**config.mk**
```make
export PLATFORM = sky130hd
export DESIGN_NAME = clock_set_ctrl_flat
export DESIGN_NICKNAME = d
export VERILOG_FILES = /design/src/rtl/clock_set_ctrl_if.sv /design/src/rtl/clock_set_ctrl.sv /design/src/flat_wrapper.sv
export SDC_FILE = /design/constraint.sdc
export NUM_CORES = 1
export LEC_CHECK = 0
export CAP_MARGIN = 20
export CORE_UTILIZATION = 53
export DETAILED_ROUTE_END_ITERATION = 7
export PLACE_DENSITY_LB_ADDON = 0.05
export SLEW_MARGIN = 20
export SYNTH_ARGS = -nofsm -noshare
export SYNTH_HDL_FRONTEND = slang
export SYNTH_SLANG_ARGS = --single-unit
```
**constraint.sdc**
```tcl
create_clock -name clk -period 2.9 [get_ports clk]
set_clock_uncertainty 0.2 [all_clocks]
set_input_delay 0.58 -clock clk [delete_from_list [all_inputs] [get_ports clk]]
set_output_delay 0.58 -clock clk [all_outputs]
set_load 0.005 [all_outputs]
```
**src/rtl/clock_set_ctrl_if.sv**
```systemverilog
// Configuration port between the time-setting controller and the real-time clock core.
// The controller drives load/addrs/data_in; the core reports its current time back.
interface clock_set_ctrl_if;
  logic       load;
  logic [1:0] addrs;
  logic [5:0] data_in;
  logic [5:0] seconds_in;
  logic [5:0] minutes_in;
  logic [4:0] hours_in;

  modport master (
    output load, addrs, data_in,
    input  seconds_in, minutes_in, hours_in
  );

  modport slave (
    input  load, addrs, data_in,
    output seconds_in, minutes_in, hours_in
  );
endinterface

```
**src/rtl/clock_set_ctrl.sv**
```systemverilog
// Button-driven time-setting controller: edits hours, minutes, seconds, then commits
// all three to the clock core in a fixed 3-cycle load burst.
module clock_set_ctrl #(
  parameter int TIMEOUT_TICKS = 30
) (
  input  logic                    clk,
  input  logic                    reset,
  input  logic                    tick,
  input  logic                    btn_mode,
  input  logic                    btn_inc,
  input  logic                    btn_dec,
  clock_set_ctrl_if.master        core,
  output logic                    edit_active,
  output logic [1:0]              edit_field,
  output logic [5:0]              edit_value
);

  typedef enum logic [2:0] {
    S_IDLE,
    S_EDIT_H,
    S_EDIT_M,
    S_EDIT_S,
    S_COMMIT_H,
    S_COMMIT_M,
    S_COMMIT_S
  } state_t;

  localparam logic [5:0] LP_TIMEOUT = 6'(TIMEOUT_TICKS);

  state_t     r_state;
  state_t     w_state_next;
  logic       r_mode_hist, r_inc_hist, r_dec_hist;
  logic [4:0] r_h;
  logic [5:0] r_m, r_s;
  logic [5:0] r_cnt;

  logic       w_mode_edge, w_inc_edge, w_dec_edge, w_any_edge;
  logic       w_editing, w_timeout;
  logic       w_adj_up, w_adj_dn;
  logic [5:0] w_field_max, w_field_up, w_field_dn, w_field_new;

  assign w_mode_edge = btn_mode & ~r_mode_hist;
  assign w_inc_edge  = btn_inc  & ~r_inc_hist;
  assign w_dec_edge  = btn_dec  & ~r_dec_hist;
  assign w_any_edge  = w_mode_edge | w_inc_edge | w_dec_edge;

  assign w_editing = (r_state == S_EDIT_H) || (r_state == S_EDIT_M) || (r_state == S_EDIT_S);
  // Abandon on the tick that brings the count to the limit; any edge this cycle restarts it instead.
  assign w_timeout = w_editing && !w_any_edge && tick && ((r_cnt + 6'd1) == LP_TIMEOUT);

  // Mode outranks inc/dec; inc together with dec cancels out.
  assign w_adj_up = w_inc_edge & ~w_dec_edge & ~w_mode_edge;
  assign w_adj_dn = w_dec_edge & ~w_inc_edge & ~w_mode_edge;

  assign w_field_max = (edit_field == 2'b10) ? 6'd23 : 6'd59;
  assign w_field_up  = (edit_value == w_field_max) ? 6'd0 : edit_value + 6'd1;
  assign w_field_dn  = (edit_value == 6'd0) ? w_field_max : edit_value - 6'd1;
  assign w_field_new = w_adj_up ? w_field_up : w_field_dn;

  always_ff @(posedge clk) begin
    if (reset) begin
      r_state <= S_IDLE;
    end else begin
      r_state <= w_state_next;
    end
  end

  always_comb begin
    w_state_next = r_state;
    case (r_state)
      S_IDLE:     if (w_mode_edge) w_state_next = S_EDIT_H;
      S_EDIT_H:   if (w_mode_edge) w_state_next = S_EDIT_M;
                  else if (w_timeout) w_state_next = S_IDLE;
      S_EDIT_M:   if (w_mode_edge) w_state_next = S_EDIT_S;
                  else if (w_timeout) w_state_next = S_IDLE;
      S_EDIT_S:   if (w_mode_edge) w_state_next = S_COMMIT_H;
                  else if (w_timeout) w_state_next = S_IDLE;
      S_COMMIT_H: w_state_next = S_COMMIT_M;
      S_COMMIT_M: w_state_next = S_COMMIT_S;
      S_COMMIT_S: w_state_next = S_IDLE;
      default:    w_state_next = S_IDLE;
    endcase
  end

  always_comb begin
    core.load    = 1'b0;
    core.addrs   = 2'b00;
    core.data_in = 6'd0;
    edit_active  = 1'b0;
    edit_field   = 2'b00;
    edit_value   = 6'd0;
    case (r_state)
      S_EDIT_H: begin
        edit_active = 1'b1;
        edit_field  = 2'b10;
        edit_value  = {1'b0, r_h};
      end
      S_EDIT_M: begin
        edit_active = 1'b1;
        edit_field  = 2'b01;
        edit_value  = r_m;
      end
      S_EDIT_S: begin
        edit_active = 1'b1;
        edit_field  = 2'b00;
        edit_value  = r_s;
      end
      S_COMMIT_H: begin
        core.load    = 1'b1;
        core.addrs   = 2'b10;
        core.data_in = {1'b0, r_h};
      end
      S_COMMIT_M: begin
        core.load    = 1'b1;
        core.addrs   = 2'b01;
        core.data_in = r_m;
      end
      S_COMMIT_S: begin
        core.load    = 1'b1;
        core.addrs   = 2'b00;
        core.data_in = r_s;
      end
      default: ;
    endcase
  end

  // Edit registers, inactivity counter and button history.
  always_ff @(posedge clk) begin
    if (reset) begin
      r_mode_hist <= 1'b0;
      r_inc_hist  <= 1'b0;
      r_dec_hist  <= 1'b0;
      r_h         <= 5'd0;
      r_m         <= 6'd0;
      r_s         <= 6'd0;
      r_cnt       <= 6'd0;
    end else begin
      r_mode_hist <= btn_mode;
      r_inc_hist  <= btn_inc;
      r_dec_hist  <= btn_dec;
      if (r_state == S_IDLE && w_mode_edge) begin
        r_h   <= core.hours_in;
        r_m   <= core.minutes_in;
        r_s   <= core.seconds_in;
        r_cnt <= 6'd0;
      end else if (w_editing) begin
        if (w_any_edge) begin
          r_cnt <= 6'd0;
        end else if (tick) begin
          r_cnt <= r_cnt + 6'd1;
        end
        if (w_adj_up || w_adj_dn) begin
          case (edit_field)
            2'b10:   r_h <= w_field_new[4:0];
            2'b01:   r_m <= w_field_new;
            default: r_s <= w_field_new;
          endcase
        end
      end
    end
  end

endmodule

```
**src/flat_wrapper.sv**
```systemverilog
// flat-port wrapper written by rule: the top's interface ports become plain ports
module clock_set_ctrl_flat 
#(
  parameter int TIMEOUT_TICKS = 30
)
  (clk, reset, tick, btn_mode, btn_inc, btn_dec, edit_active, edit_field, edit_value, core_load, core_addrs, core_data_in, core_seconds_in, core_minutes_in, core_hours_in);
  clock_set_ctrl_if core_i ();
  input  logic clk;
  input  logic reset;
  input  logic tick;
  input  logic btn_mode;
  input  logic btn_inc;
  input  logic btn_dec;
  output logic edit_active;
  output logic [1:0] edit_field;
  output logic [5:0] edit_value;
  output wire logic [$bits(core_i.load)-1:0] core_load;
  output wire logic [$bits(core_i.addrs)-1:0] core_addrs;
  output wire logic [$bits(core_i.data_in)-1:0] core_data_in;
  input wire logic [$bits(core_i.seconds_in)-1:0] core_seconds_in;
  input wire logic [$bits(core_i.minutes_in)-1:0] core_minutes_in;
  input wire logic [$bits(core_i.hours_in)-1:0] core_hours_in;
  assign core_load = core_i.load;
  assign core_addrs = core_i.addrs;
  assign core_data_in = core_i.data_in;
  assign core_i.seconds_in = core_seconds_in;
  assign core_i.minutes_in = core_minutes_in;
  assign core_i.hours_in = core_hours_in;
  clock_set_ctrl #(.TIMEOUT_TICKS(TIMEOUT_TICKS)) u_core (.clk(clk), .reset(reset), .tick(tick), .btn_mode(btn_mode), .btn_inc(btn_inc), .btn_dec(btn_dec), .core(core_i), .edit_active(edit_active), .edit_field(edit_field), .edit_value(edit_value));
endmodule
```
==> results of run 1 <==
[timing repair]
action,4_1_cts,5_1_grt
buffers inserted,0,0
gates resized for setup,3,8
endpoints found under the setup margin,4,14
[cell usage in the layout (no fill, tap or decap), types with 7 or more instances in the layout]
cell,synthesis,final
a21oi_1,13,12
a31oi_1,7,7
buf_4,2,27
clkdlybuf4s50_1,0,40
dfxtp_1,29,27
ha_1,8,7
inv_1,11,11
nand2_1,27,27
nand2b_1,8,8
nand3_1,12,12
nor2_1,30,29
nor2b_1,8,8
nor3_1,7,7
o21ai_0,15,15
[worst reg2reg max path: stages, from the launching register on]
cell       delay (ps)
dfxtp_2           460
mux2i_1           280
o32a_2            180
buf_4             140
ha_1              240
a21boi_0          380
a31oi_1           160
a21oi_1           270
a2111oi_4         100
a221o_1           300
[state kept, by name (all words and copies together), names as in the netlist]
name	count
u_core.r_state	3
u_core.r_dec_hist	1
u_core.r_m	6
u_core.r_s	6
u_core.r_mode_hist	1
u_core.r_cnt	6
u_core.r_inc_hist	1
u_core.r_h	5
[power by group through the flow]
stage                     sequential [mW]  clock, mW  combinational, mW
after floorplan                     0.445          0              0.216
after global placement              0.457          0              0.326
after detailed placement            0.457          0              0.328
after CTS                           0.449      0.450              0.332
after global routing                0.451      0.468              0.370
final                               0.450      0.453              0.344
[metrics by stage]
stage	total power, mW	setup TNS [ps]	hold WS, ps	instance area, sq um	instances
global placement	0.783	0	267	2940	395
CTS	1.23	0	287	3060	403
finish	1.25	0	285	3090	403
global route	1.29	-26.6	313	3090	403
floorplan	0.661	0	240	2360	296
detailed placement	0.785	0	278	2940	395
[per-layer routing]
layer	GRT usage	routed length, microns
met1	0.420	3230
met2	0.482	3190
met3	0.0707	469
met4	0.128	165
met5	0	0
[area by class of cell]
type | count | area (sq um) | area share
clock buffers | 7 | 86.3 | 0.0279
clock inverters | 1 | 30.0 | 0.00971
inverters | 14 | 57.6 | 0.0186
multi-input cells | 234 | 1660 | 0.536
flip-flops and latches | 29 | 583 | 0.189
well taps | 50 | 62.6 | 0.0202
repair buffers | 68 | 614 | 0.199
[how the worst max path moves through the flow]
stage | startpoint | to | slack [ps] | cells after the start
5_1_grt | u_core.r_state[1] | u_core.r_m[3] | -20 | 9
3_5_place_dp | u_core.r_state[1] | u_core.r_h[2] | 30 | 10
6_report | u_core.r_state[1] | edit_field[1] | 60 | 5
2_1_floorplan | u_core.r_state[0] | u_core.r_m[3] | 210 | 11
3_3_place_gp | u_core.r_state[1] | u_core.r_m[2] | 120 | 10
4_1_cts | u_core.r_state[1] | edit_field[1] | 30 | 5
[kinds of logic after synthesis]
kind of cell / synth area share
flops: 0.246
buf+inv: 0.0684
xor+xnor: 0.0223
compound gates: 0.273
fa+ha+maj: 0.0424
simple gates: 0.305
mux: 0.0429
==> key figures, run 1 <==
Outcome
  • Outcome: finished clean

Worst setup path
  • Reg-to-reg setup timing slack: 70 ps
  • R2r endpoint: u_core.r_m[3]
  • Crit end category: output pin
  • Worst Setup Start Kind: flop
  • R2R depth: 9
  • Worst EP required: 2120 ps
  • R2R Path Start: u_core.r_state[1]
  • Critical path's largest stage delay: 500 ps
  • Crit-path max FO: 13
  • CP cell instances: buf_6, or3_4, ha_1, nor2_1, clkdlybuf4s50_1
  • CP top delay family: buffers and inverters
  • Crit Path Category: reg -> out
  • CP max-delay cell: clkdlybuf4s50_1
  • Bufs and invs on worst path: 2
  • CP Data Arrival Time: 2060 ps

Final layout
  • Diodes inserted: 0
  • Layout cells sized above 1: 0.201
  • Nets@finish: 383
  • Synth-to-Final Area Change: 31.1%
  • Fill cells: 320
  • Final Util: 0.746

Worst hold path
  • HP Start: u_core.r_cnt[5]
  • Hold EP: u_core.r_cnt[5]
  • Hold path cells: 1
  • Hold WC Path Type: reg -> reg

CTS
  • Root buffer cell: clkbuf_8
  • Worst-case clock buffer depth: 2
  • Clock sinks: 29
  • Worst-path clk slew: 70 ps
  • H-tree depth: 2
  • Clk_lat worst skew: 290 ps
  • TritonCTS clock tree: yes
  • Hold_buf cts: 0
  • CTS buffer count: 5

STA
  • Final Hold Fails: 0
  • Final WS setup: 61.6 ps
  • Final period utilization: 0.979
  • Slew HR: 0.736
  • Worst-margin pin slew: 393 ps
  • Final Slew Violations: 0
  • Fmax: 352 MHz
  • Fin crit period: 2840 ps
  • Final setup violation count: 0

Routing
  • Vias: 2455
  • WL per Instance: 17.5 microns
  • Post-detailed-route count of antenna-violating nets: 0
  • Vias per cell: 6.09
  • Residual DRC: 0
  • 1st-iter DRT viols: 260
  • DR pass1 iterations: 5
  • Routed wire length: 7.05 mm

GRT
  • Vias in the first global route: 2112
  • First-pass GRT wire length: 10.6 mm
  • All-Layer GR Usage: 0.313
  • Initial antenna violation count: 0
  • Largest net degree at the start of global routing: 22
  • Grt total ovfl: 0

Placement
  • IO buf count: 40
  • Routability cong.: 0.958
  • Post-DP HPWL: 5.13 mm
  • Setup WS pre-CTS: 30.5 ps

Power and ir drop
  • Power per Cell Area: 403 mW/mm^2
  • Internal power: 0.867 mW
  • Sw frac: 0.305
  • Combinational share of power: 0.276
  • Clock share of power: 0.363
  • Worst VDD drop: 0.271 mV
  • Flop pwr share: 0.361
  • Pleak: 1.18 nW
  • Net Switching: 0.380 mW

Floorplanning
  • Core area: 0.00414 sq mm
  • Initial core utilization: 0.569
  • Die Height: 68.7 microns
  • Die Area: 0.00472 sq mm
  • Rows: 23
  • Chip width: 68.7 microns
  • Io pins: 41

Synthesis
  • Post-Synthesis Cells: 296
  • Syn nets: 327
  • Part of the Yosys area used for sequential elements: 0.246
  • Synth cell types: 69
  • Syn. warnings: 0
  • Synth Flop Type: dfxtp_1
  • Top-area cell type share of the netlist area: 0.246
  • Yosys reg bits: 29
  • Area leader, netlist: dfxtp_1
  • Mean Syn Cell Area: 7.97 sq um
  • Syn Std Cell Area: 0.00236 sq mm
  • Area contributors post-synth: dfxtp_1 25%, nor2_1 4.8%, nand2_1 4.3%
  • Synth top cells by count: 30 x nor2_1, 29 x dfxtp_1, 27 x nand2_1
  • Number of synthesized flops with an enable pin: 0
  • Asr flop ratio synth: 0
  • Count leader, synth: nor2_1

Run
  • Max_cap viols: 0
Note: power is estimated with default switching activity, not from simulation.
==> run 2, diff against run 1 <==
--- a/config.mk
+++ b/config.mk
@@ -6,7 +6,7 @@
 export NUM_CORES = 1
 export LEC_CHECK = 0
 export CAP_MARGIN = 20
-export CORE_UTILIZATION = 53
+export CORE_UTILIZATION = 58
 export DETAILED_ROUTE_END_ITERATION = 7
 export PLACE_DENSITY_LB_ADDON = 0.05
 export SLEW_MARGIN = 20
==> constraint.sdc (replaced) <==
create_clock -name clk -period 3.65 [get_ports clk]
set_clock_uncertainty 0.2 [all_clocks]
set_input_delay 0.73 -clock clk [delete_from_list [all_inputs] [get_ports clk]]
set_output_delay 0.73 -clock clk [all_outputs]
set_load 0.005 [all_outputs]
==> run 2 against run 1 <==
Against the previous run: utilization is 1.5 points higher; routed wire length is 8.6% lower; non-clock buffer count is 20 lower; cell count is 5.5% lower.
==> key figures, run 2 (synthesis gave the netlist of run 1 again) <==
STA
  • Final period utilization: 0.884
  • Worst-margin pin slew: 786 ps (was 393 ps)
  • Final Slew Violations: 0 (unchanged)
  • RSZ-0062 raised after global routing: no
  • Setup TNS: 0 ps (unchanged)
  • Final setup violation count: 0 (unchanged)
  • Final Hold Fails: 0 (unchanged)
  • Fin crit period: 3230 ps
  • Fmax: 310 MHz
  • Slew HR: 0.472 (was 0.736)

GRT
  • Initial antenna violation count: 0 (unchanged)
  • Vias in the first global route: 2170 (was 2112)
  • First-pass GRT wire length: 10.8 mm (was 10.6 mm)
  • All-Layer GR Usage: 0.330 (was 0.313)
  • Largest net degree at the start of global routing: 29 (was 22)
  • Grt total ovfl: 0 (unchanged)

Routing
  • 1st-iter DRT viols: 348 (was 260)
  • Post-detailed-route count of antenna-violating nets: 0 (unchanged)
  • Max Used Layer: met4 (unchanged)
  • WL per Instance: 16.9 microns (was 17.5 microns)
  • Vias: 2421 (was 2455)
  • Met2 wire len: 2.82 mm (was 3.19 mm)
  • Met3 WL post-DR: 614 microns (was 469 microns)
  • Routed wire length: 6.45 mm (was 7.05 mm)
  • Vias per cell: 6.35 (was 6.09)
  • Residual DRC: 0 (unchanged)
  • DR pass1 iterations: 5 (unchanged)
  • Met1 Wirelength: 2.87 mm (was 3.23 mm)

Floorplanning
  • Io pins: 41 (unchanged)
  • Die Height: 65.8 microns (was 68.7 microns)
  • Initial core utilization: 0.626 (was 0.569)
  • Core area: 0.00377 sq mm (was 0.00414 sq mm)
  • Chip width: 65.8 microns (was 68.7 microns)
  • Rows: 22 (was 23)
  • Die Area: 0.00433 sq mm (was 0.00472 sq mm)

Final layout
  • Diodes inserted: 0 (unchanged)
  • Commonest non-fill, non-tap cell in the layout: clkdlybuf4s50_1 (unchanged)
  • Synth-to-Final Area Change: 21.7% (was 31.1%)
  • Fill cells: 311 (was 320)
  • Nets@finish: 363 (was 383)
  • Commonest cells after routing, fill and taps aside: 40 x clkdlybuf4s50_1, 30 x nor2_1, 29 x dfxtp_1 (was 40 x clkdlybuf4s50_1, 29 x nor2_1, 27 x nand2_1, 27 x buf_4, 27 x dfxtp_1)
  • Final Util: 0.761 (was 0.746)
  • Layout cells sized above 1: 0.126 (was 0.201)
  • Largest regs: u_core.r_cnt: 6 flops, u_core.r_m: 6 flops, u_core.r_s: 6 flops (unchanged)

CTS
  • Clock sinks: 29 (unchanged)
  • Worst-path clk slew: 70 ps (about the same)
  • Worst-case clock buffer depth: 2 (unchanged)
  • TritonCTS clock tree: yes (unchanged)
  • H-tree depth: 2 (unchanged)
  • Cts repair resizes: 0 (was 3)
  • CTS buffer count: 5 (unchanged)
  • Clk_lat worst skew: 290 ps (about the same)
  • Hold_buf cts: 0 (unchanged)
  • Post-CTS setup buffer count: 0 (unchanged)
  • Root buffer cell: clkbuf_8 (unchanged)

Worst setup path
  • Crit end category: output pin (unchanged)
  • CP Data Arrival Time: 2300 ps (was 2060 ps)
  • Worst EP required: 2720 ps (was 2120 ps)
  • Crit Path Category: reg -> out (unchanged)
  • Crit-path max FO: 16 (was 13)
  • Worst Setup Start Kind: flop (unchanged)

Placement
  • IO buf count: 40 (unchanged)
  • Routability cong.: 0.985 (was 0.958)
  • Post-DP HPWL: 4.77 mm (was 5.13 mm)

Power and ir drop
  • Worst VDD drop: 0.196 mV (was 0.271 mV)
  • Pleak: 1.06 nW (was 1.18 nW)
  • Power per Cell Area: 303 mW/mm^2 (was 403 mW/mm^2)

Run
  • Max_cap viols: 0 (unchanged)

Outcome
  • Outcome: finished clean (unchanged)

Worst hold path
  • Hold WC Path Type: reg -> reg (unchanged)
==> run 2: critical path: stages (launching register included) <==
cell and delay, ps:
dfxtp_1 510, buf_4 320, mux2i_1 170, o21ai_1 270, buf_4 230, clkdlybuf4s50_1 510
==> run 2: per-layer routing <==
| layer | up-vias | GRT usage |
|---|---|---|
| met3 | 14 | 0.0672 |
| met5 | - | 0 |
| li1 | 1163 | - |
| met4 | 0 | 0.139 |
| met2 | 138 | 0.474 |
| met1 | 1106 | 0.470 |
==> run 2: area by class of cell <==
type,instances,area [sq um],area share
Clock buffer,5,68.8,0.0240
Clock inverter,3,17.5,0.00610
Inverter,14,57.6,0.0200
Multi-Input combinational cell,234,1630,0.566
Sequential cell,29,581,0.202
Tap cell,48,60.1,0.0209
Timing Repair Buffer,48,460,0.160
==> run 2: per-stage QoR <==
stage	hold WS [ps]	worst slack, ps	instance area (sq um)	cells	power, mW
floorplan	240	964	2360	296	0.525
global placement	271	597	2790	373	0.600
detailed placement	281	605	2790	373	0.604
CTS	290	441	2870	381	0.865
global route	322	347	2870	381	0.910
finish	288	423	2870	381	0.870
==> run 2: worst paths after layout <==
check	start	end	slack (ps)	depth (start not counted)
worst max-delay path	u_core.r_state[1]	edit_value[3]	420	5
worst min-delay path	u_core.r_m[1]	u_core.r_m[1]	290	2
worst max register to register	u_core.r_state[1]	u_core.r_h[2]	530	10
worst min register to register	u_core.r_m[1]	u_core.r_m[1]	290	2
==> run 2: power by group <==
part,switching (mW),total [mW],internal (mW),leakage (nW)
sequential,0.0168,0.354,0.337,0.238
combinational,0.139,0.250,0.111,0.783
clock,0.135,0.266,0.131,0.0439
==> run 3, diff against run 2 <==
--- a/config.mk
+++ b/config.mk
@@ -6,8 +6,9 @@
 export NUM_CORES = 1
 export LEC_CHECK = 0
 export CAP_MARGIN = 20
-export CORE_UTILIZATION = 58
+export CORE_UTILIZATION = 48
 export DETAILED_ROUTE_END_ITERATION = 7
+export MAX_ROUTING_LAYER = met4
 export PLACE_DENSITY_LB_ADDON = 0.05
 export SLEW_MARGIN = 20
 export SYNTH_ARGS = -nofsm -noshare
==> constraint.sdc (replaced) <==
create_clock -name clk -period 2.94 [get_ports clk]
set_clock_uncertainty 0.2 [all_clocks]
set_input_delay 0.588 -clock clk [delete_from_list [all_inputs] [get_ports clk]]
set_output_delay 0.588 -clock clk [all_outputs]
set_load 0.005 [all_outputs]
==> run 3 against run 2 <==
Against the previous run: count of clock-buffer cells in the layout stayed put; register-to-register slack worse by 380 ps; critical endpoint is now edit_field[1]; routed wire length is 9.8% higher.
==> key figures, run 3 (synthesis gave the netlist of run 1 again) <==
Outcome
  • Outcome: finished clean (unchanged)

CTS
  • Root buffer cell: clkbuf_8 (unchanged)
  • Hold_buf cts: 0 (unchanged)
  • Clk_lat worst skew: 290 ps (about the same)
  • Worst-case clock buffer depth: 2 (unchanged)
  • TritonCTS clock tree: yes (unchanged)
  • Clock sinks: 29 (unchanged)
  • H-tree depth: 2 (unchanged)
  • Worst-path clk slew: 70 ps (about the same)
  • CTS buffer count: 5 (unchanged)
  • Post-CTS setup buffer count: 0 (unchanged)

Worst setup path
  • CP Data Arrival Time: 2090 ps (was 2300 ps)
  • Worst setup path start: u_core.r_state[1] (unchanged)
  • R2r endpoint: u_core.r_m[3] (was u_core.r_h[2])
  • Crit-path max FO: 13 (was 16)
  • R2R depth: 10 (unchanged)
  • Crit Path Category: reg -> out (unchanged)
  • Worst EP required: 2150 ps (was 2720 ps)
  • Worst setup endpoint: edit_field[1] (was edit_value[3])
  • Crit end category: output pin (unchanged)
  • Reg-to-reg setup timing slack: 150 ps (was 530 ps)
  • Worst Setup Start Kind: flop (unchanged)
  • R2R Path Start: u_core.r_state[0] (was u_core.r_state[1])

Final layout
  • Largest regs: u_core.r_cnt: 6 flops, u_core.r_m: 6 flops, u_core.r_s: 6 flops (unchanged)
  • Synth-to-Final Area Change: 29.7% (was 21.7%)
  • Commonest non-fill, non-tap cell in the layout: clkdlybuf4s50_1 (unchanged)
  • Nets@finish: 380 (was 363)
  • Diodes inserted: 0 (unchanged)
  • Post-route cell area: 0.00306 sq mm (was 0.00287 sq mm)
  • Layout cells sized above 1: 0.194 (was 0.126)
  • Fill cells: 431 (was 311)
  • Commonest cells after routing, fill and taps aside: 40 x clkdlybuf4s50_1, 29 x nor2_1, 27 x nand2_1 (was 40 x clkdlybuf4s50_1, 30 x nor2_1, 29 x dfxtp_1)
  • Layout Cells excl Fill: 417 (was 381)

Routing
  • Routed wire length: 7.08 mm (was 6.45 mm)
  • WL per Instance: 17.0 microns (was 16.9 microns)
  • Residual DRC: 0 (unchanged)
  • Vias per cell: 5.78 (was 6.35)
  • Vias: 2409 (was 2421)
  • 1st-iter DRT viols: 165 (was 348)
  • DR pass1 iterations: 4 (was 5)
  • Post-detailed-route count of antenna-violating nets: 0 (unchanged)

STA
  • Slew HR: 0.690 (was 0.472)
  • Final period utilization: 0.979
  • Final Hold Fails: 0 (unchanged)
  • Final Slew Violations: 0 (unchanged)
  • Worst-margin pin slew: 460 ps (was 786 ps)
  • Final setup violation count: 0 (unchanged)
  • Fmax: 347 MHz
  • Fin crit period: 2880 ps

Floorplanning
  • Initial core utilization: 0.500 (was 0.626)
  • Io pins: 41 (unchanged)
  • Core area: 0.00472 sq mm (was 0.00377 sq mm)
  • Chip width: 72.1 microns (was 65.8 microns)
  • Die Area: 0.00520 sq mm (was 0.00433 sq mm)
  • Die Height: 72.1 microns (was 65.8 microns)
  • Rows: 25 (was 22)

GRT
  • Vias in the first global route: 2212 (was 2170)
  • Largest net degree at the start of global routing: 21 (was 29)
  • Initial antenna violation count: 0 (unchanged)
  • Grt total ovfl: 0 (unchanged)
  • All-Layer GR Usage: 0.296 (was 0.330)
  • First-pass GRT wire length: 11.4 mm (was 10.8 mm)

Run
  • Max_cap viols: 0 (unchanged)

Power and ir drop
  • Power per Cell Area: 362 mW/mm^2 (was 303 mW/mm^2)
  • Worst VDD drop: 0.227 mV (was 0.196 mV)
  • Pleak: 1.16 nW (was 1.06 nW)

Placement
  • IO buf count: 40 (unchanged)
  • Post-DP HPWL: 5.44 mm (was 4.77 mm)
  • Inst Count DP: 409 (was 373)
  • Placed instance area: 0.00294 sq mm (was 0.00279 sq mm)
  • Routability cong.: 0.981 (was 0.985)

Worst hold path
  • Hold WC Path Type: reg -> reg (unchanged)
  • HP Start: u_core.r_cnt[5] (was u_core.r_m[1])
## run 3: per-layer routing
metal | global-route usage | share of wire | wire (microns) | up-vias
li1 | - | - | - | 1195
met1 | 0.387 | 0.45 | 3160 | 1122
met2 | 0.466 | 0.47 | 3340 | 76
met3 | 0.0472 | 0.061 | 432 | 16
met4 | 0.100 | 0.021 | 151 | 0
met5 | - | 0 | 0 | -
## run 3: worst min path at each step
stage                                 end  slack (ps)  depth (start not counted)
final                     u_core.r_cnt[5]         280                          1
after detailed placement  u_core.r_cnt[5]         270                          1
after global placement    u_core.r_cnt[5]         260                          1
after CTS                 u_core.r_cnt[5]         280                          1
after global routing      u_core.r_cnt[5]         300                          1
after floorplan           u_core.r_cnt[5]         240                          1
## run 3: stage by stage
step	setup TNS (ps)	hold slack, ps	setup slack, ps	power [mW]	util
5_1_grt	-35.8	303	-15.8	1.16	0.648
6_report	0	276	60.8	1.11	0.648
3_3_place_gp	0	265	120	0.772	0.622
2_1_floorplan	0	240	254	0.652	-
4_1_cts	0	278	33.5	1.11	0.642
3_5_place_dp	0	267	86.6	0.773	0.622
## run 3: what timing repair did
action                                  4_1_cts  5_1_grt
cloned                                        0        0
endpoints found under the setup margin        3       13
resized for setup                             4        8
hold endpoints to repair                      0        0
## run 3: area by class of cell
class / count / area [sq um] / share of cell area
tap: 67 / 83.8 / 0.0274
inverter: 14 / 57.6 / 0.0188
clock buffer: 5 / 68.8 / 0.0225
sequential: 29 / 587 / 0.192
timing repair buffer: 65 / 592 / 0.193
multi-input combinational: 234 / 1650 / 0.540
clock inverter: 3 / 17.5 / 0.00572
## run 3: worst max-delay path: stages, from the launching register on
cell and delay, ps:
dfxtp_2 370, buf_6 170, or3_4 400, ha_1 220, nor2_1 120, clkdlybuf4s50_1 520
## run 3: report_power, final
part	switching, mW	leakage (nW)	internal (mW)
clock	0.173	0.0439	0.163
sequential	0.0262	0.239	0.419
combinational	0.174	0.873	0.154
total	0.373	1.16	0.736
